[src/rtl/parser_ingress_arbiter.sv]
// Packet-granular round-robin arbiter sharing one parser among several AXI-Stream ingress
// ports; a tag FIFO attributes each parsed metadata pulse back to its ingress port.
module parser_ingress_arbiter #(
  parameter int unsigned NUM_PORTS = 4,
  parameter int unsigned DATA_W    = 64,
  parameter int unsigned TAG_DEPTH = 4,
  localparam int unsigned PW = $clog2(NUM_PORTS),
  localparam int unsigned CW = $clog2(TAG_DEPTH + 1)
) (
  input  logic                          aclk,
  input  logic                          aresetn,
  input  logic [NUM_PORTS*DATA_W-1:0]   s_axis_tdata,
  input  logic [NUM_PORTS-1:0]          s_axis_tvalid,
  input  logic [NUM_PORTS-1:0]          s_axis_tlast,
  output logic [NUM_PORTS-1:0]          s_axis_tready,
  output logic [DATA_W-1:0]             m_axis_tdata,
  output logic                          m_axis_tvalid,
  output logic                          m_axis_tlast,
  input  logic                          m_axis_tready,
  input  logic                          meta_valid_in,
  output logic [PW-1:0]                 meta_port_out,
  output logic                          meta_port_valid,
  output logic [PW-1:0]                 grant_id,
  output logic                          busy,
  output logic                          tag_underflow
);

  localparam int unsigned AW = (TAG_DEPTH > 1) ? $clog2(TAG_DEPTH) : 1;

  localparam logic StIdle   = 1'b0;
  localparam logic StLocked = 1'b1;

  logic          state_q, state_d;
  logic [PW-1:0] grant_q, grant_d;
  logic [PW-1:0] last_q, last_d;
  logic [PW-1:0] rr_pick;
  logic          rr_found;

  logic [PW-1:0] tag_mem_q [TAG_DEPTH];
  logic [AW-1:0] wr_ptr_q, rd_ptr_q;
  logic [CW-1:0] count_q;
  logic          fifo_full, push, pop, accept_last;

  logic [PW-1:0] meta_port_q;
  logic          meta_valid_q;
  logic          underflow_q;

  // Search starts one past the last completed grant so every requester gets a turn.
  always_comb begin
    rr_found = 1'b0;
    rr_pick  = '0;
    for (int unsigned i = 1; i <= NUM_PORTS; i++) begin
      logic [PW-1:0] cand;
      cand = PW'((32'(last_q) + i) % NUM_PORTS);
      if (!rr_found && s_axis_tvalid[cand]) begin
        rr_found = 1'b1;
        rr_pick  = cand;
      end
    end
  end

  assign fifo_full   = (count_q == CW'(TAG_DEPTH));
  assign push        = (state_q == StIdle) && rr_found && !fifo_full;
  assign pop         = meta_valid_in && (count_q != '0);
  assign accept_last = (state_q == StLocked) && m_axis_tvalid && m_axis_tready && m_axis_tlast;

  always_comb begin
    state_d = state_q;
    grant_d = grant_q;
    last_d  = last_q;
    case (state_q)
      StIdle: begin
        if (push) begin
          grant_d = rr_pick;
          state_d = StLocked;
        end
      end
      StLocked: begin
        if (accept_last) begin
          last_d  = grant_q;
          state_d = StIdle;
        end
      end
      default: state_d = StIdle;
    endcase
  end

  // Data path is a pure mux so the parser sees the granted port with no added latency.
  always_comb begin
    m_axis_tdata  = '0;
    m_axis_tvalid = 1'b0;
    m_axis_tlast  = 1'b0;
    s_axis_tready = '0;
    if (state_q == StLocked) begin
      m_axis_tdata           = s_axis_tdata[32'(grant_q)*DATA_W +: DATA_W];
      m_axis_tvalid          = s_axis_tvalid[grant_q];
      m_axis_tlast           = s_axis_tlast[grant_q];
      s_axis_tready[grant_q] = m_axis_tready;
    end
  end

  always_ff @(posedge aclk or negedge aresetn) begin
    if (!aresetn) begin
      state_q <= StIdle;
      grant_q <= '0;
      last_q  <= PW'(NUM_PORTS - 1);
    end else begin
      state_q <= state_d;
      grant_q <= grant_d;
      last_q  <= last_d;
    end
  end

  // Tag storage needs no reset: entries are only read while count is non-zero.
  always_ff @(posedge aclk) begin
    if (push) begin
      tag_mem_q[wr_ptr_q] <= rr_pick;
    end
  end

  always_ff @(posedge aclk or negedge aresetn) begin
    if (!aresetn) begin
      wr_ptr_q     <= '0;
      rd_ptr_q     <= '0;
      count_q      <= '0;
      meta_port_q  <= '0;
      meta_valid_q <= 1'b0;
      underflow_q  <= 1'b0;
    end else begin
      if (push) begin
        wr_ptr_q <= wr_ptr_q + AW'(1);
      end
      if (pop) begin
        rd_ptr_q    <= rd_ptr_q + AW'(1);
        meta_port_q <= tag_mem_q[rd_ptr_q];
      end
      if (push && !pop) begin
        count_q <= count_q + CW'(1);
      end else if (pop && !push) begin
        count_q <= count_q - CW'(1);
      end
      meta_valid_q <= pop;
      if (meta_valid_in && (count_q == '0)) begin
        underflow_q <= 1'b1;
      end
    end
  end

  assign grant_id        = grant_q;
  assign busy            = (state_q == StLocked);
  assign meta_port_out   = meta_port_q;
  assign meta_port_valid = meta_valid_q;
  assign tag_underflow   = underflow_q;

endmodule
[config.mk]
export PLATFORM = sky130hd
export DESIGN_NAME = parser_ingress_arbiter
export DESIGN_NICKNAME = d
export VERILOG_FILES = /design/src/rtl/parser_ingress_arbiter.sv
export SDC_FILE = /design/constraint.sdc
export NUM_CORES = 1
export LEC_CHECK = 0
export CORE_AREA = 8 8 129 131
export DETAILED_ROUTE_END_ITERATION = 10
export DIE_AREA = 0 0 137 139
export DONT_BUFFER_PORTS = 1
export PLACE_DENSITY = 0.4
export REMOVE_ABC_BUFFERS = 1
export SYNTH_ARGS = -nofsm -noshare
export SYNTH_HDL_FRONTEND = slang
export SYNTH_SLANG_ARGS = --single-unit
[constraint.sdc]
create_clock -name aclk -period 6.05 [get_ports aclk]
set_clock_uncertainty 0.1 [all_clocks]
set_input_delay 0.605 -clock aclk [delete_from_list [all_inputs] [get_ports aclk]]
set_output_delay 0.605 -clock aclk [all_outputs]
set_load 0.05 [all_outputs]
==> results.md, run 1 <==
- Outcome: finished, final reports clean
- Post-CTS Hold Fix Bufs: 1
- Async SR Flop Fraction: 66.67%
- Most common cell in the netlist: and2_1
- Synth area leaders: mux4_2 49%, and2_1 14%, dfrtp_1 11%, edfxtp_1 7.6%, ha_1 2.0%
- DR pass1 iterations: 4
- Combinational fraction of design power: 75.8%
- Critical Path RT: 5340 ps
- Net load switching power: 1.757 mW
- Startpoint Class: register
- Site Rows: 45
- Die width: 137 µm
- Post-synth EDFFs: 8
- Max_cap viols: 0
- Sequential power share: 18.4%
- Antenna violations before repair: 19
- Port buffer count: 0
- Min-Delay Path Class: in2async
- Final Cycle Share: 59.98%
- Root Driver: clkbuf_16
- Post-route minimum period: 3629 ps
- Synth area leader: mux4_2
- Critical path arrival: 2920 ps
- Final Cell Area: 3408 µm²
- Hold Vio Cnt, Final: 0
- H-tree levels: 1
- CTS Sinks: 24
- Syn Area/Cell: 12.77 µm²
- Worst Hold Slack: 83.47 ps
- Routability Congestion: 0.8994
- Power Density: 806.1 nW/µm²
- Fillers: 1560
- DR DRC count: 0
- Crit-path max FO: 42
- Clock tree buffer depth: 2
- Post-route ant nets: 0
- Synth-to-layout area growth: 8.483%
- Switch share: 63.94%
- Vias post-DR: 2331
- Pre-CTS setup slack: 2622 ps
- Vias in the first global route: 2429
- Initial drt markers: 126
- Chip height: 139 µm
- Die area: 19040 µm²
- Worst-Skew Late Latency: 260 ps
- Clk pwr share: 5.7%
- Pleak: 1.119 nW
- Critical path capture point type: primary output
- Synthesized area: 3142 µm²
- Post-DP Area: 3297 µm²
- Number of distinct library cells after synthesis: 27
- Overflow left after global routing: 0
- Int Pwr: 0.9907 mW
- Core ar.: 14750 µm²
- Worst slew pin tran: 1134 ps
- Setup repair bufs after CTS: 0
- Post-Syn Instances: 246
- Most common library cells after synthesis: 71 x and2_1, 68 x mux4_2, 14 x dfrtp_1
- Fin Setup TNS: 0 ps
- WS Path Type: reg2out
- Yosys warns: 0
- Avg WL per Cell: 38.96 µm
- CTS tree: built
- RSZ-0062 raised after global routing: false
- Post-CTS Resized: 0
- Routed Wire Length: 16520 µm
- Fin nets: 506
- Post-synthesis sequential area ratio: 20.47%
- Peak supply drop: 395.4 µV
- Final setup vio count: 0
- Post-synth top area share: 48.75%
- Layout cells sized above 1: 37.23%
- DR vias/cell: 5.498
- Fin cells: 424
- Inst Count DP: 414
- I/O pin cnt: 345
- Setup ws final: 2421 ps
- Rel. slew slack: 24.39%
- Largest net degree at the start of global routing: 73
- Yosys reg bits: 24
- First-pass GRT wire length: 21400 µm
- CTS Buf Count: 3
- Initial core utilization: 21.30%
- Post-synth top flop: dfrtp_1
- Hpwl dp: 14500 µm
- GRT Overall Usage: 15.93%
- Final Max Slew Viols: 0
- Fmax: 275.6 MHz
- Worst-path clk slew: 60 ps
-- sequential cells by signal, indices dropped and copies added (netlist names) --
name,count
tag_mem_q,8
tag_underflow,1
count_q,3
rd_ptr_q,2
meta_port_valid,1
meta_port_out,2
wr_ptr_q,2
last_q,2
grant_id,2
busy,1
-- worst paths after layout --
| check | slack, ps | start | cells after the start | endpoint |
|---|---|---|---|---|
| hold reg to reg | 400 | count_q[2] | 1 | count_q[2] |
| min in group aclk | 360 | meta_valid_in | 1 | tag_underflow |
| setup / recovery | 2420 | grant_id[0] | 3 | m_axis_tdata[44] |
| max in group asynchronous | 4600 | aresetn | 1 | grant_id[0] |
| setup reg to reg | 3050 | grant_id[0] | 5 | last_q[1] |
| hold / removal | 80 | aresetn | 0 | last_q[0] |
-- layer usage --
| layer | track usage (%) | vias to the layer above | share of wire (%) |
|---|---|---|---|
| li1 | - | 930 | - |
| met1 | 19.75 | 1209 | 37 |
| met2 | 25.26 | 163 | 48 |
| met3 | 7.210 | 17 | 14 |
| met4 | 2.231 | 12 | 0.44 |
| met5 | 0 | - | 0.47 |
-- logic make-up (layout without fill, tap and decap cells) --
logic type,after synthesis,in the layout,synth area share (%)
fa+ha+maj,6,6,2.628
other cells,0,5,0
xor+xnor,6,6,1.673
flops,24,24,20.47
simple gates,99,99,18.28
mux,73,73,50.54
buf+inv,30,15,4.659
compound gates,8,8,1.752
-- cell type report --
type                       count  area [µm²]  share of cell area (%)
timing repair buffer           5       40.04                   1.175
tap                          188       235.2                   6.902
multi-input combinational    192        2357                   69.16
clock buffer                   4       88.84                   2.606
sequential                    24       651.9                   19.13
antenna                        5       12.51                  0.3671
inverter                       6       22.52                  0.6608
-- worst max-delay path: stages (launching register included) --
cell and delay, ps:
dfrtp_4 780, buf_4 800, mux4_2 650, and2_1 370
-- power by group through the flow --
stage / combinational [mW] / clock [mW] / sequential (mW)
finish: 2.08 / 0.157 / 0.506
global route: 2.18 / 0.166 / 0.531
CTS: 2.11 / 0.161 / 0.514
detailed placement: 2.11 / 0 / 0.516
global placement: 2.10 / 0 / 0.506
floorplan: 1.88 / 0 / 0.533
-- cell usage in the layout (no fill, tap or decap), types with 4 or more instances in the layout --
master / instances
and2_1: 71
mux4_2: 68
dfrtp_1: 11
nand2_1: 10
edfxtp_1: 8
nor2_1: 7
inv_1: 6
diode_2: 5
ha_1: 5
nor2b_1: 4
xnor2_1: 4
buf_4: 4
-- stage by stage --
step | total power [mW] | utilization [%]
finish | 2.747 | 23.10
global route | 2.878 | 23.07
CTS | 2.784 | 23.02
detailed placement | 2.622 | 22.35
global placement | 2.609 | 22.35
floorplan | 2.409 | -
No activity file was read; power rests on OpenSTA's default activity.
==> run 2, diff against run 1 <==
- clock period: 6.05 -> 3.6 ns (I/O delays scaled with it)
==> run 2 against run 1 <==
Effect of this change:
- via count increased by 0.51%
- die area unchanged
- first-iteration DRC count is 0.79% higher
- largest cell class unchanged
- largest power group unchanged
==> results.md, run 2 (synthesis results as in run 1) <==
- Core ar.: 14750 µm²
- Port buffer count: 0
- Post-route minimum period: 2830 ps
- Final setup vio count: 0
- Cells on Worst Hold Path: 1
- Initial core utilization: 21.30%
- Vias in the first global route: 2488
- Pre-CTS setup slack: 1018 ps
- Clock tree buffer depth: 2
- Die width: 137 µm
- Post-CTS Resized: 0
- Crit-path max FO: 20
- Setup ws final: 770.4 ps
- Rel. slew slack: 35.02%
- Startpoint Class: register
- GRT Overall Usage: 15.38%
- Critical path capture point type: primary output
- Critical Path RT: 3140 ps
- DR DRC count: 0
- Fillers: 1578
- Hold Vio Cnt, Final: 0
- Power Density: 1352 nW/µm²
- R2R cell count: 7
- DR vias/cell: 5.500
- Initial drt markers: 127
- CTS Sinks: 24
- WS Path Type: reg2out
- Vias post-DR: 2343
- Final Max Slew Viols: 0
- Most frequent cells in the layout: 71 x and2_1, 68 x mux4_2, 11 x dfrtp_1
- Worst slew pin tran: 962.5 ps
- Antenna violations before repair: 13
- Min-Delay Path Class: in2reg
- Chip height: 139 µm
- Largest register FFs: 8
- Largest net degree at the start of global routing: 73
- Total Power: 4.632 mW
- Peak supply drop: 512.9 µV
- Fin Setup TNS: 0 ps
- Avg WL per Cell: 37.38 µm
- Max_cap viols: 0
- H-tree levels: 1
- Site Rows: 45
- First-pass GRT wire length: 20990 µm
- Top reg by flops: tag_mem_q
- Routed Wire Length: 15930 µm
- Post-route ant nets: 0
- Synth-to-layout area growth: 9.040%
- Fin nets: 508
- Worst-Skew Late Latency: 260 ps
- CTS tree: built
- Outcome: finished, final reports clean
- Overflow left after global routing: 0
- Regs by FF count: tag_mem_q x8, count_q x3
- Pleak: 1.128 nW
- Critical path arrival: 2370 ps
- DR pass1 iterations: 4
- Hpwl dp: 14200 µm
- CTS Buf Count: 3
- Final Cycle Share: 78.60%
- Die area: 19040 µm²
- Worst-path clk slew: 60 ps
- Fmax: 353.4 MHz
- I/O pin cnt: 345
- Commonest non-fill, non-tap cell in the layout: and2_1
- RSZ-0062 raised after global routing: false
- Routability Congestion: 0.8961
- Root Driver: clkbuf_16
- Layout cells sized above 1: 37.34%
run 2: repair_timing:
item,CTS,global route
hold buffers,1,0
setup buffers,0,0
endpoints found under the hold margin,16,0
run 2: power breakdown:
group | switching (mW) | internal [mW] | leakage, nW
clock | 0.0926 | 0.148 | 0.0386
sequential | 0.407 | 0.413 | 0.253
combinational | 2.46 | 1.11 | 0.837
run 2: metrics by stage:
stage | std cells | utilization (%) | hold slack, ps | area, µm²
after global routing | 425 | 23.21 | 119.1 | 3423
after floorplan | 222 | - | -35.59 | 3018
after CTS | 421 | 23.14 | 123.0 | 3413
final | 426 | 23.22 | 123.1 | 3426
after global placement | 416 | 22.54 | -34.90 | 3324
after detailed placement | 416 | 22.54 | -34.88 | 3324
run 2: metal layers:
layer	vias to the layer above	wire (µm)	global-route usage (%)
met5	-	77	0
met2	156	8004	26.26
met4	12	42	2.174
met3	15	2155	7.428
li1	933	-	-
met1	1227	5647	17.19
run 2: cell type report:
| cell class | instances | area [µm²] | share of cell area [%] |
|---|---|---|---|
| multi-input combinational | 192 | 2357 | 68.81 |
| sequential | 24 | 651.9 | 19.03 |
| tap | 188 | 235.2 | 6.866 |
| clock buffer | 3 | 75.07 | 2.191 |
| timing repair buffer | 7 | 67.56 | 1.972 |
| inverter | 6 | 22.52 | 0.6574 |
| antenna | 5 | 12.51 | 0.3652 |
| clock inverter | 1 | 3.754 | 0.1096 |
run 2: final timing paths:
| kind | startpoint | to | slack [ps] |
|---|---|---|---|
| max in group asynchronous | aresetn | grant_id[1] | 2300 |
| min | meta_valid_in | tag_underflow | 120 |
| max | grant_id[0] | m_axis_tdata[35] | 770 |
| min in group asynchronous | aresetn | wr_ptr_q[0] | 520 |
| min reg2reg | count_q[2] | count_q[2] | 410 |
| max reg2reg | busy | count_q[2] | 1190 |
run 2: critical path: stages, from the launching register on:
cell and delay (ps):
dfrtp_4 660, buf_4 480, mux4_2 570, and2_1 380
